[config.mk]
export PLATFORM = sky130hd
export DESIGN_NAME = saturating_accumulator_bank_scheduler
export DESIGN_NICKNAME = d
export VERILOG_FILES = /design/src/rtl/saturating_accumulator_bank_pkg.sv /design/src/rtl/round_robin_arbiter.sv /design/src/rtl/saturating_add_sub.sv /design/src/rtl/saturating_accumulator_bank_scheduler.sv
export SDC_FILE = /design/constraint.sdc
export NUM_CORES = 1
export LEC_CHECK = 0
export CAP_MARGIN = 20
export CELL_PAD_IN_SITES_DETAIL_PLACEMENT = 1
export CELL_PAD_IN_SITES_GLOBAL_PLACEMENT = 1
export CORE_MARGIN = 3
export CORE_UTILIZATION = 39
export DETAILED_ROUTE_END_ITERATION = 10
export PLACE_DENSITY = 0.86
export REMOVE_ABC_BUFFERS = 1
export SYNTH_ARGS = -nofsm -noshare
export SYNTH_HDL_FRONTEND = slang
export SYNTH_SLANG_ARGS = --single-unit
export TNS_END_PERCENT = 5
[constraint.sdc]
create_clock -name clock -period 7.26 [get_ports clock]
set_input_delay 1.815 -clock clock [delete_from_list [all_inputs] [get_ports clock]]
set_output_delay 1.815 -clock clock [all_outputs]
set_load 0.05 [all_outputs]
[src/rtl/saturating_accumulator_bank_pkg.sv]
// rtl/saturating_accumulator_bank_pkg.sv - shared flag positions and sizing helpers for the accumulator bank
package saturating_accumulator_bank_pkg;

  localparam int FLAG_WIDTH     = 4;
  localparam int FLAG_AT_MAX    = 0;
  localparam int FLAG_OVER_MAX  = 1;
  localparam int FLAG_AT_MIN    = 2;
  localparam int FLAG_UNDER_MIN = 3;

  function automatic int chan_width(input int n);
    return (n <= 2) ? 1 : $clog2(n);
  endfunction

endpackage

[src/rtl/round_robin_arbiter.sv]
// rtl/round_robin_arbiter.sv - one-hot round-robin grant with a rotating priority pointer
module round_robin_arbiter
  import saturating_accumulator_bank_pkg::*;
#(
  parameter int N = 4,
  localparam int IW = chan_width(N)
) (
  input  logic          clock,
  input  logic          clear,
  input  logic [N-1:0]  i_req,
  input  logic          i_enable,
  output logic [N-1:0]  o_grant,
  output logic [IW-1:0] o_grant_idx,
  output logic          o_grant_valid
);

  logic [IW-1:0] r_ptr;
  int            w_idx;

  // Scan from the pointer upward, wrapping, and take the first requester found.
  always_comb begin
    o_grant       = '0;
    o_grant_idx   = '0;
    o_grant_valid = 1'b0;
    w_idx         = 0;
    for (int off = 0; off < N; off++) begin
      w_idx = int'(r_ptr) + off;
      if (w_idx >= N) w_idx = w_idx - N;
      if (i_enable && !o_grant_valid && i_req[w_idx]) begin
        o_grant_valid  = 1'b1;
        o_grant[w_idx] = 1'b1;
        o_grant_idx    = IW'(w_idx);
      end
    end
  end

  always_ff @(posedge clock or posedge clear) begin
    if (clear) begin
      r_ptr <= '0;
    end else if (o_grant_valid) begin
      r_ptr <= (o_grant_idx == IW'(N - 1)) ? '0 : o_grant_idx + 1'b1;
    end
  end

endmodule

[src/rtl/saturating_add_sub.sv]
// rtl/saturating_add_sub.sv - signed add/subtract on one guard bit, clamped to caller-supplied limits
module saturating_add_sub
  import saturating_accumulator_bank_pkg::*;
#(
  parameter int WIDTH = 16
) (
  input  logic signed [WIDTH-1:0] i_a,
  input  logic signed [WIDTH-1:0] i_b,
  input  logic                    i_sub,
  input  logic                    i_carry_in,
  input  logic signed [WIDTH-1:0] i_max,
  input  logic signed [WIDTH-1:0] i_min,
  output logic signed [WIDTH-1:0] o_result,
  output logic [FLAG_WIDTH-1:0]   o_flags
);

  logic signed [WIDTH:0] w_a_ext;
  logic signed [WIDTH:0] w_b_ext;
  logic signed [WIDTH:0] w_cin_ext;
  logic signed [WIDTH:0] w_max_ext;
  logic signed [WIDTH:0] w_min_ext;
  logic signed [WIDTH:0] w_sum;

  assign w_a_ext   = {i_a[WIDTH-1], i_a};
  assign w_b_ext   = {i_b[WIDTH-1], i_b};
  assign w_cin_ext = {{WIDTH{1'b0}}, i_carry_in};
  assign w_max_ext = {i_max[WIDTH-1], i_max};
  assign w_min_ext = {i_min[WIDTH-1], i_min};

  // Carry-in acts as a borrow when subtracting; the guard bit absorbs every overflow.
  assign w_sum = i_sub ? (w_a_ext - w_b_ext - w_cin_ext) : (w_a_ext + w_b_ext + w_cin_ext);

  always_comb begin
    o_result                = w_sum[WIDTH-1:0];
    o_flags                 = '0;
    o_flags[FLAG_AT_MAX]    = (w_sum == w_max_ext);
    o_flags[FLAG_AT_MIN]    = (w_sum == w_min_ext);
    if (w_sum > w_max_ext) begin
      o_result               = i_max;
      o_flags[FLAG_OVER_MAX] = 1'b1;
    end else if (w_sum < w_min_ext) begin
      o_result                = i_min;
      o_flags[FLAG_UNDER_MIN] = 1'b1;
    end
  end

endmodule

[src/rtl/saturating_accumulator_bank_scheduler.sv]
// rtl/saturating_accumulator_bank_scheduler.sv - round-robin shared saturating datapath over per-channel accumulators
// Optional sticky saturation flags: SATURATING_ACCUMULATOR_BANK_STICKY_FLAGS_EN
module saturating_accumulator_bank_scheduler
  import saturating_accumulator_bank_pkg::*;
#(
  parameter int CHANNEL_COUNT = 4,
  parameter int WORD_WIDTH    = 16,
  localparam int CW = chan_width(CHANNEL_COUNT)
) (
  input  logic                                  clock,
  input  logic                                  clear,
  input  logic [WORD_WIDTH-1:0]                 max_limit,
  input  logic [WORD_WIDTH-1:0]                 min_limit,
  input  logic [CHANNEL_COUNT-1:0]              req_valid,
  output logic [CHANNEL_COUNT-1:0]              req_ready,
  input  logic [CHANNEL_COUNT-1:0]              req_load,
  input  logic [CHANNEL_COUNT-1:0]              req_add_sub,
  input  logic [CHANNEL_COUNT*WORD_WIDTH-1:0]   req_operand,
  output logic                                  rsp_valid,
  input  logic                                  rsp_ready,
  output logic [CW-1:0]                         rsp_channel,
  output logic [WORD_WIDTH-1:0]                 rsp_value,
  output logic [FLAG_WIDTH-1:0]                 rsp_flags,
`ifdef SATURATING_ACCUMULATOR_BANK_STICKY_FLAGS_EN
  output logic [CHANNEL_COUNT*WORD_WIDTH-1:0]   acc_values,
  output logic [CHANNEL_COUNT-1:0]              sticky_saturated
`else
  output logic [CHANNEL_COUNT*WORD_WIDTH-1:0]   acc_values
`endif
);

  logic [CHANNEL_COUNT-1:0]     w_grant;
  logic [CW-1:0]                w_grant_idx;
  logic                         w_grant_valid;
  logic                         w_s1_advance;
  logic                         w_accept_en;
  logic                         w_grant_load;
  logic                         w_grant_sub;
  logic signed [WORD_WIDTH-1:0] w_grant_operand;

  logic                         r_s1_valid;
  logic [CW-1:0]                r_s1_ch;
  logic                         r_s1_load;
  logic                         r_s1_sub;
  logic signed [WORD_WIDTH-1:0] r_s1_operand;
  logic signed [WORD_WIDTH-1:0] r_s1_max;
  logic signed [WORD_WIDTH-1:0] r_s1_min;

  logic signed [WORD_WIDTH-1:0] r_acc [CHANNEL_COUNT];

  logic                         r_rsp_valid;
  logic [CW-1:0]                r_rsp_channel;
  logic [WORD_WIDTH-1:0]        r_rsp_value;
  logic [FLAG_WIDTH-1:0]        r_rsp_flags;

  logic signed [WORD_WIDTH-1:0] w_acc_sel;
  logic signed [WORD_WIDTH-1:0] w_dp_result;
  logic [FLAG_WIDTH-1:0]        w_dp_flags;
  logic signed [WORD_WIDTH-1:0] w_new_value;
  logic [FLAG_WIDTH-1:0]        w_new_flags;

  assign w_s1_advance = r_s1_valid & (~r_rsp_valid | rsp_ready);
  assign w_accept_en  = ~clear & (~r_s1_valid | w_s1_advance);

  round_robin_arbiter #(
    .N (CHANNEL_COUNT)
  ) u_arbiter (
    .clock         (clock),
    .clear         (clear),
    .i_req         (req_valid),
    .i_enable      (w_accept_en),
    .o_grant       (w_grant),
    .o_grant_idx   (w_grant_idx),
    .o_grant_valid (w_grant_valid)
  );

  assign req_ready = w_grant;

  always_comb begin
    w_grant_load    = 1'b0;
    w_grant_sub     = 1'b0;
    w_grant_operand = '0;
    for (int i = 0; i < CHANNEL_COUNT; i++) begin
      if (w_grant[i]) begin
        w_grant_load    = req_load[i];
        w_grant_sub     = req_add_sub[i];
        w_grant_operand = req_operand[i*WORD_WIDTH +: WORD_WIDTH];
      end
    end
  end

  // Limits are captured with the op so later limit changes cannot affect it.
  always_ff @(posedge clock or posedge clear) begin
    if (clear) begin
      r_s1_valid   <= 1'b0;
      r_s1_ch      <= '0;
      r_s1_load    <= 1'b0;
      r_s1_sub     <= 1'b0;
      r_s1_operand <= '0;
      r_s1_max     <= '0;
      r_s1_min     <= '0;
    end else if (w_grant_valid) begin
      r_s1_valid   <= 1'b1;
      r_s1_ch      <= w_grant_idx;
      r_s1_load    <= w_grant_load;
      r_s1_sub     <= w_grant_sub;
      r_s1_operand <= w_grant_operand;
      r_s1_max     <= max_limit;
      r_s1_min     <= min_limit;
    end else if (w_s1_advance) begin
      r_s1_valid   <= 1'b0;
    end
  end

  assign w_acc_sel = r_acc[r_s1_ch];

  saturating_add_sub #(
    .WIDTH (WORD_WIDTH)
  ) u_datapath (
    .i_a        (w_acc_sel),
    .i_b        (r_s1_operand),
    .i_sub      (r_s1_sub),
    .i_carry_in (1'b0),
    .i_max      (r_s1_max),
    .i_min      (r_s1_min),
    .o_result   (w_dp_result),
    .o_flags    (w_dp_flags)
  );

  always_comb begin
    w_new_value = w_dp_result;
    w_new_flags = w_dp_flags;
    if (r_s1_load) begin
      w_new_value = r_s1_operand;
      w_new_flags = '0;
    end
  end

  // Write-back lands on the same edge the next op enters stage 1, so no forwarding is needed.
  always_ff @(posedge clock or posedge clear) begin
    if (clear) begin
      for (int i = 0; i < CHANNEL_COUNT; i++) r_acc[i] <= '0;
    end else if (w_s1_advance) begin
      r_acc[r_s1_ch] <= w_new_value;
    end
  end

  always_ff @(posedge clock or posedge clear) begin
    if (clear) begin
      r_rsp_valid   <= 1'b0;
      r_rsp_channel <= '0;
      r_rsp_value   <= '0;
      r_rsp_flags   <= '0;
    end else if (w_s1_advance) begin
      r_rsp_valid   <= 1'b1;
      r_rsp_channel <= r_s1_ch;
      r_rsp_value   <= w_new_value;
      r_rsp_flags   <= w_new_flags;
    end else if (rsp_ready) begin
      r_rsp_valid   <= 1'b0;
    end
  end

  assign rsp_valid   = r_rsp_valid;
  assign rsp_channel = r_rsp_channel;
  assign rsp_value   = r_rsp_value;
  assign rsp_flags   = r_rsp_flags;

  for (genvar g = 0; g < CHANNEL_COUNT; g++) begin : g_acc_out
    assign acc_values[g*WORD_WIDTH +: WORD_WIDTH] = r_acc[g];
  end

`ifdef SATURATING_ACCUMULATOR_BANK_STICKY_FLAGS_EN
  logic [CHANNEL_COUNT-1:0] r_sticky;

  always_ff @(posedge clock or posedge clear) begin
    if (clear) begin
      r_sticky <= '0;
    end else if (w_s1_advance) begin
      if (r_s1_load) begin
        r_sticky[r_s1_ch] <= 1'b0;
      end else if (w_new_flags[FLAG_OVER_MAX] | w_new_flags[FLAG_UNDER_MIN]) begin
        r_sticky[r_s1_ch] <= 1'b1;
      end
    end
  end

  assign sticky_saturated = r_sticky;
`endif

endmodule

==> tab_implementation.tex, run 1 <==
\begin{tabular}{lr}
\hline
Metric & Value \\
\hline
\multicolumn{2}{l}{\textbf{Routing}} \\
Number of vias after detailed routing & 8,088 \\
Average wire length per cell after detail routing & 21.5 microns \\
1st-iter DRT viols & 502 \\
Total detailed-routing wirelength & 30.7 mm \\
Post-DR vias/cell & 5.67 \\
Number of nets with antenna violations after routing & 0 \\
TritonRoute pass-1 iters & 5 \\
DRC Markers & 0 \\
\multicolumn{2}{l}{\textbf{Timing}} \\
RSZ-0062 raised after global routing & no \\
Largest clock skew in the final design & 0.00941 ns \\
Maximum frequency from static timing analysis & 151 MHz \\
Slew headroom & 0.439 \\
Part of the cycle the worst path needs & 0.912 \\
Count of endpoints failing hold in the final timing report & 0 \\
Measured slew at the worst slew-check pin & 0.833 ns \\
Time the final worst path needs with I/O delays and setup & 6.62 ns \\
Final setup violation count & 0 \\
Final number of max-transition violations & 0 \\
\multicolumn{2}{l}{\textbf{Cells and area}} \\
Share of layout cells above drive strength 1 & 0.137 \\
Nets & 1,272 \\
Finished Layout Cells & 1,426 \\
Diodes inserted & 0 \\
Area added between synthesis and finish & 32.7\% \\
\multicolumn{2}{l}{\textbf{Setup path}} \\
Buffers and inverters on the worst path & 3 \\
Largest fanout on the critical path & 19 \\
Critical path's most frequent cell & sky130\_fd\_sc\_hd\_\_clkdlybuf4s50\_1 \\
Critical-path top delay cell & sky130\_fd\_sc\_hd\_\_clkdlybuf4s50\_1 \\
Class of the most critical setup path & in2out \\
Worst reg2reg endpoint & acc\_values[52]\$\_DFFE\_PP0P\_ \\
Critical path startpoint category & primary input \\
Series of cell instances along the critical path & clkdlybuf4s50\_1, or3b\_1, a2111o\_1, a21oi\_2, a22oi\_1, and2\_1, clkinv\_4, clkdlybuf4s50\_1 \\
Reg2reg start & r\_s1\_operand[4]\$\_DFFE\_PP0P\_ \\
Nature of the critical path endpoint & output port \\
Reg2reg path depth & 23 \\
Critical path's top delay family & buffers and inverters \\
Number of cells on the critical path & 8 \\
Arrival time worst endpoint & 4.81 ns \\
Slowest Stage Delay on Critical Path & 0.82 ns \\
Internal reg-to-reg setup slack & 0.65 ns \\
Required time at the worst-slack endpoint & 5.45 ns \\
\multicolumn{2}{l}{\textbf{Logic synthesis}} \\
Count leader, synth & sky130\_fd\_sc\_hd\_\_dfrtp\_1 \\
Mapped Avg Cell Area & 9.94 sq um \\
Number of register bits inferred by synthesis & 142 \\
Count of flip-flops with a built-in enable after synthesis & 0 \\
Yosys warns & 0 \\
Number of instances in the synthesized netlist & 914 \\
Fraction of registers with async set or reset after synthesis & 1.00 \\
Post-synth top area share & 0.391 \\
Cell type with the largest total area after synthesis & sky130\_fd\_sc\_hd\_\_dfrtp\_1 \\
Post-Syn Area & 9080 sq um \\
Post-synth top flop & sky130\_fd\_sc\_hd\_\_dfrtp\_1 \\
Distinct cell type count of the synthesized netlist & 79 \\
Post-synthesis sequential area ratio & 0.391 \\
Leading post-synthesis cells by cell area & sky130\_fd\_sc\_hd\_\_dfrtp\_1 39\%, sky130\_fd\_sc\_hd\_\_ha\_1 8.3\%, sky130\_fd\_sc\_hd\_\_mux2\_2 7.4\% \\
Most instantiated cells after synthesis & 142 x sky130\_fd\_sc\_hd\_\_dfrtp\_1, 95 x sky130\_fd\_sc\_hd\_\_nand2\_1, 60 x sky130\_fd\_sc\_hd\_\_ha\_1, 60 x sky130\_fd\_sc\_hd\_\_inv\_1, 60 x sky130\_fd\_sc\_hd\_\_mux2\_2 \\
\multicolumn{2}{l}{\textbf{Die}} \\
Core Rows & 55 \\
Chip Height & 159 microns \\
Die width & 159 microns \\
Initial core utilization & 0.399 \\
Number of top-level pins & 202 \\
Die ar. & 25,200 sq um \\
Std-Cell Core Area & 22,800 sq um \\
\multicolumn{2}{l}{\textbf{Worst hold path}} \\
Hold Crit Endpoint & rsp\_flags[3]\$\_DFFE\_PP0P\_ \\
Launch point of the worst hold path & rsp\_flags[3]\$\_DFFE\_PP0P\_ \\
Class of the most critical hold timing path & reg2reg \\
Count of cells along the worst hold path & 2 \\
\multicolumn{2}{l}{\textbf{CTS}} \\
Library cell used as clock root buffer & sky130\_fd\_sc\_hd\_\_clkbuf\_16 \\
Clk sink count & 142 \\
Clock tree from TritonCTS & done \\
Insertion delay to the later sink of the worst-skew pair & 0.43 ns \\
Resize count post-CTS & 0 \\
CTS max path bufs & 2 \\
Clock transition at the registers of the reported paths & 0.06 ns \\
H-Tree Level Count & 4 \\
CTS buffer count & 17 \\
Post-CTS repair timing setup buffer count & 0 \\
Total of hold buffers inserted after clock tree synthesis & 0 \\
\multicolumn{2}{l}{\textbf{GRT}} \\
Initial antenna violation count & 0 \\
Total global-route track usage & 0.242 \\
GR Overflow Total & 0 \\
Wire length of the first global-routing pass & 46.9 mm \\
Pin count of the biggest net entering global routing & 79 \\
Via count of the first global-routing pass & 8,346 \\
\multicolumn{2}{l}{\textbf{Outcome}} \\
Status & complete, no violations \\
\multicolumn{2}{l}{\textbf{Place}} \\
Last weighted congestion value of the routability-driven placer & 0.926 \\
Number of I/O port buffers & 201 \\
DP HPWL & 23.0 mm \\
Cell count after placement & 1,392 \\
\multicolumn{2}{l}{\textbf{Flow run}} \\
Max-capacitance violation count & 0 \\
\hline
\end{tabular}
## through the flow
step                setup TNS (ns)  setup WS [ns]  hold slack (ns)  utilization  cell area (sq um)
global placement                 0          0.679            0.464        0.499              11400
finish                           0          0.637            0.479        0.529              12100
floorplan                   -26.10         -0.542            0.464            -               8820
global route                     0          0.274            0.511        0.529              12100
detailed placement               0          0.629            0.470        0.499              11400
CTS                              0          0.629            0.485        0.527              12000
## sequential cells by signal, summed over array words and instances (netlist names)
| register | count |
|---|---|
| r_s1_load | 1 |
| acc_values | 64 |
| r_s1_sub | 1 |
| r_s1_min | 16 |
| rsp_valid | 1 |
| r_s1_max | 16 |
| rsp_value | 16 |
| rsp_flags | 4 |
| rsp_channel | 2 |
| r_s1_operand | 16 |
| r_s1_valid | 1 |
| u_arbiter.r_ptr | 2 |
| r_s1_ch | 2 |
## placed cells by master, fill, tap and decap left out, drive strengths merged, types with 21 or more instances in the layout
master	synthesis	layout
clkdlybuf4s50	0	201
dfrtp	142	142
o21ai	97	97
nand2	95	95
inv	60	65
mux2	61	61
ha	60	60
nor2	49	49
a21oi	42	42
xnor2	23	23
a22oi	23	23
a221o	21	21
## per-layer routing
layer	vias to the layer above	global-route usage	routed length, microns	part of all wire
li1	3721	-	-	-
met5	-	0	0	0
met2	301	0.422	15200	0.49
met4	0	0.0651	685	0.022
met1	4013	0.297	12600	0.41
met3	53	0.0661	2200	0.072
## cells by family (layout without fill, tap and decap cells)
| family | after synthesis | after routing | synth area share |
|---|---|---|---|
| AO/OA/AOI/OAI | 267 | 267 | 0.201 |
| AND/OR/NAND/NOR | 217 | 217 | 0.111 |
| flip-flops | 142 | 142 | 0.391 |
| buffers and inverters | 113 | 312 | 0.0554 |
| multiplexers | 87 | 87 | 0.130 |
| adder cells (fa/ha/maj) | 61 | 61 | 0.0848 |
| XOR/XNOR | 27 | 27 | 0.0260 |
## cell type report
| cell class | count | area [sq um] |
|---|---|---|
| Clock inverter | 14 | 206 |
| Inverter | 61 | 239 |
| Fill cell | 2497 | 10700 |
| Sequential cell | 142 | 3550 |
| Multi-Input combinational cell | 659 | 5040 |
| Clock buffer | 18 | 439 |
| Tap cell | 313 | 392 |
| Timing Repair Buffer | 219 | 2190 |
## worst min-delay path: cells and delay by family (launching register included)
| family | cells | cell delay, ns |
|---|---|---|
| compound gates | 1 | 0.05 |
| flops | 1 | 0.34 |
| simple gates | 1 | 0.05 |
## how the worst max path moves through the flow
stage | startpoint | end | slack [ns]
2_1_floorplan | req_valid[2] | r_s1_operand[6]$_DFFE_PP0P_ | -0.54
3_3_place_gp | req_valid[2] | req_ready[2] | 0.68
3_5_place_dp | req_valid[2] | req_ready[2] | 0.63
4_1_cts | req_valid[2] | req_ready[2] | 0.63
5_1_grt | r_s1_operand[4]$_DFFE_PP0P_ | acc_values[38]$_DFFE_PP0P_ | 0.27
6_report | req_valid[2] | req_ready[2] | 0.64
Power of run 1 is not shown: default switching activity piles up to over one toggle a cycle in this logic, so the estimate is an artifact.
==> run 2, diff against run 1 <==
Settings changed: CORE_UTILIZATION 39 to 42, PLACE_DENSITY 0.86 to 0.91, REMOVE_ABC_BUFFERS 1 to not set, SKIP_LAST_GASP set to 1.
Clock period 7.26 ns to 8.3 ns, I/O delays scaled along.
==> run 2 against run 1 <==
Final cell count decreased by 2.9%. Global-route usage increased by 4.3 points. Sequential share of layout area increased by 0.14 points. Clock skew increased by 0.0051 ns. Core utilization increased by 3.8 points. Design area decreased by 0.49%. First-iteration DRC count increased by 17%. Critical path depth increased by 15. Register-to-register slack improved by 0.25 ns. Via count increased by 4.7%. Worst setup slack improved by 0.26 ns. Clock-buffer cell count increased by 2.
==> tab_implementation.tex, run 2 (synthesis results as in run 1) <==
\begin{tabular}{lr}
\hline
Metric & Value \\
\hline
\multicolumn{2}{l}{\textbf{Setup path}} \\
Required time at the worst-slack endpoint & 8.57 ns \\
Largest fanout on the critical path & 14 \\
Worst reg2reg endpoint & acc\_values[38]\$\_DFFE\_PP0P\_ \\
Reg2reg start & r\_s1\_operand[4]\$\_DFFE\_PP0P\_ \\
Series of cell instances along the critical path & nor3\_1, nand2\_1, or3\_1, nor3\_1, nor2\_1, xnor2\_1, ha\_1, and4\_1, o211ai\_1, a21oi\_1, o21ai\_0, a21boi\_0, nor2\_1, xnor2\_1, ha\_1, a21o\_1, a2111oi\_2, o211ai\_1, a211oi\_4, or2\_1, a311oi\_1, a21oi\_1, o21ai\_0 \\
Class of the most critical setup path & reg2reg \\
Internal reg-to-reg setup slack & 0.90 ns \\
Critical-path top delay cell & sky130\_fd\_sc\_hd\_\_nor3\_1 \\
Nature of the critical path endpoint & register \\
Arrival time worst endpoint & 7.67 ns \\
Slowest Stage Delay on Critical Path & 0.56 ns \\
Reg2reg path depth & 23 \\
Critical path startpoint category & register \\
\multicolumn{2}{l}{\textbf{CTS}} \\
Clock transition at the registers of the reported paths & 0.07 ns \\
Insertion delay to the later sink of the worst-skew pair & 0.45 ns \\
Post-CTS repair timing setup buffer count & 0 \\
H-Tree Level Count & 4 \\
CTS buffer count & 17 \\
CTS max path bufs & 2 \\
Library cell used as clock root buffer & sky130\_fd\_sc\_hd\_\_clkbuf\_16 \\
Clk sink count & 142 \\
Resize count post-CTS & 0 \\
Total of hold buffers inserted after clock tree synthesis & 0 \\
Clock tree from TritonCTS & done \\
\multicolumn{2}{l}{\textbf{GRT}} \\
Wire length of the first global-routing pass & 52.5 mm \\
Via count of the first global-routing pass & 9,233 \\
Total global-route track usage & 0.285 \\
GR Overflow Total & 0 \\
Pin count of the biggest net entering global routing & 79 \\
Initial antenna violation count & 0 \\
\multicolumn{2}{l}{\textbf{Die}} \\
Core Rows & 53 \\
Initial core utilization & 0.429 \\
Die ar. & 23,400 sq um \\
Number of top-level pins & 202 \\
Chip Height & 153 microns \\
Std-Cell Core Area & 21,200 sq um \\
Die width & 153 microns \\
\multicolumn{2}{l}{\textbf{Routing}} \\
Average wire length per cell after detail routing & 24.4 microns \\
Number of vias after detailed routing & 8,467 \\
Number of nets with antenna violations after routing & 0 \\
Total detailed-routing wirelength & 33.8 mm \\
1st-iter DRT viols & 585 \\
Post-DR vias/cell & 6.11 \\
DRC Markers & 0 \\
TritonRoute pass-1 iters & 7 \\
\multicolumn{2}{l}{\textbf{Logic synthesis}} \\
Synth Net Count & 1,086 \\
\multicolumn{2}{l}{\textbf{Place}} \\
Cell count after placement & 1,350 \\
Instance area at placement & 11,300 sq um \\
Number of I/O port buffers & 201 \\
Last weighted congestion value of the routability-driven placer & 0.938 \\
DP HPWL & 24.2 mm \\
\multicolumn{2}{l}{\textbf{Timing}} \\
Measured slew at the worst slew-check pin & 1.00 ns \\
Post-route setup TNS & 0 ns \\
Slew headroom & 0.330 \\
Time the final worst path needs with I/O delays and setup & 7.40 ns \\
Count of endpoints failing hold in the final timing report & 0 \\
Maximum frequency from static timing analysis & 135 MHz \\
Part of the cycle the worst path needs & 0.892 \\
Final number of max-transition violations & 0 \\
Largest clock skew in the final design & 0.0145 ns \\
Final setup violation count & 0 \\
RSZ-0062 raised after global routing & no \\
\multicolumn{2}{l}{\textbf{Cells and area}} \\
Commonest non-fill, non-tap cell in the layout & sky130\_fd\_sc\_hd\_\_clkdlybuf4s50\_1 \\
Fillers & 2,299 \\
Final instance area & 12,000 sq um \\
Max reg flops & 64 \\
Layout Utilization & 0.567 \\
Finished Layout Cells & 1,385 \\
Diodes inserted & 0 \\
Share of layout cells above drive strength 1 & 0.134 \\
Top library cells by usage in the layout, fill and taps aside & 201 x sky130\_fd\_sc\_hd\_\_clkdlybuf4s50\_1, 142 x sky130\_fd\_sc\_hd\_\_dfrtp\_1, 95 x sky130\_fd\_sc\_hd\_\_nand2\_1, 60 x sky130\_fd\_sc\_hd\_\_mux2\_2, 60 x sky130\_fd\_sc\_hd\_\_ha\_1 \\
Nets & 1,269 \\
Area added between synthesis and finish & 32.1\% \\
\multicolumn{2}{l}{\textbf{Worst hold path}} \\
Launch point of the worst hold path & rsp\_flags[3]\$\_DFFE\_PP0P\_ \\
Class of the most critical hold timing path & reg2reg \\
Hold Crit Endpoint & rsp\_flags[3]\$\_DFFE\_PP0P\_ \\
Count of cells along the worst hold path & 2 \\
\multicolumn{2}{l}{\textbf{Flow run}} \\
Max-capacitance violation count & 0 \\
\multicolumn{2}{l}{\textbf{Outcome}} \\
Status & complete, no violations \\
\hline
\end{tabular}
[run 2: changes by cell type in the layout (fill, tap and decap cells not counted)]
cell / delta
sky130_fd_sc_hd__buf_4: -4
sky130_fd_sc_hd__clkbuf_8: +2
sky130_fd_sc_hd__clkinv_4: -2
sky130_fd_sc_hd__buf_16: +1
sky130_fd_sc_hd__bufinv_16: -1
sky130_fd_sc_hd__clkinv_2: -1
sky130_fd_sc_hd__clkinvlp_4: +1
sky130_fd_sc_hd__inv_6: +1
[run 2: worst max path at each step]
stage,start,to,slack (ns),cells after the start
3_5_place_dp,req_valid[2],req_ready[2],1.18,8
3_3_place_gp,req_valid[2],req_ready[2],1.23,8
5_1_grt,r_s1_operand[4]$_DFFE_PP0P_,acc_values[38]$_DFFE_PP0P_,0.67,23
6_report,r_s1_operand[4]$_DFFE_PP0P_,acc_values[38]$_DFFE_PP0P_,0.90,23
4_1_cts,req_valid[2],req_ready[2],1.18,8
2_1_floorplan,req_valid[0],req_ready[3],2.03,7
[run 2: metal layers]
| layer | share of wire | GRT usage | vias up |
|---|---|---|---|
| met4 | 0.057 | 0.158 | 0 |
| met1 | 0.37 | 0.322 | 4197 |
| met5 | 0 | 0 | - |
| met3 | 0.065 | 0.0657 | 123 |
| li1 | - | - | 3719 |
| met2 | 0.51 | 0.499 | 428 |
[run 2: worst max-delay path: cells and delay by family (launching register included)]
kind / cells / cell delay, ns
adder cells (fa/ha/maj): 2 / 0.58
AND/OR/NAND/NOR: 8 / 2.48
AO/OA/AOI/OAI: 11 / 3.33
XOR/XNOR: 2 / 0.34
flip-flops: 1 / 0.48
[run 2: through the flow]
| stage | setup WS (ns) | hold slack [ns] |
|---|---|---|
| 2_1_floorplan | 2.03 | 0.464 |
| 3_3_place_gp | 1.23 | 0.462 |
| 3_5_place_dp | 1.18 | 0.466 |
| 4_1_cts | 1.18 | 0.485 |
| 5_1_grt | 0.666 | 0.511 |
| 6_report | 0.899 | 0.481 |
[run 2: layout make-up]
class	count	area [sq um]	share of cell area
inverters	61	239	0.0199
well taps	275	344	0.0287
repair buffers	216	2180	0.182
clock buffers	20	467	0.0389
flip-flops and latches	142	3550	0.296
multi-input cells	659	5040	0.420
clock inverters	12	170	0.0142
Power of run 2 is left out for the same reason.
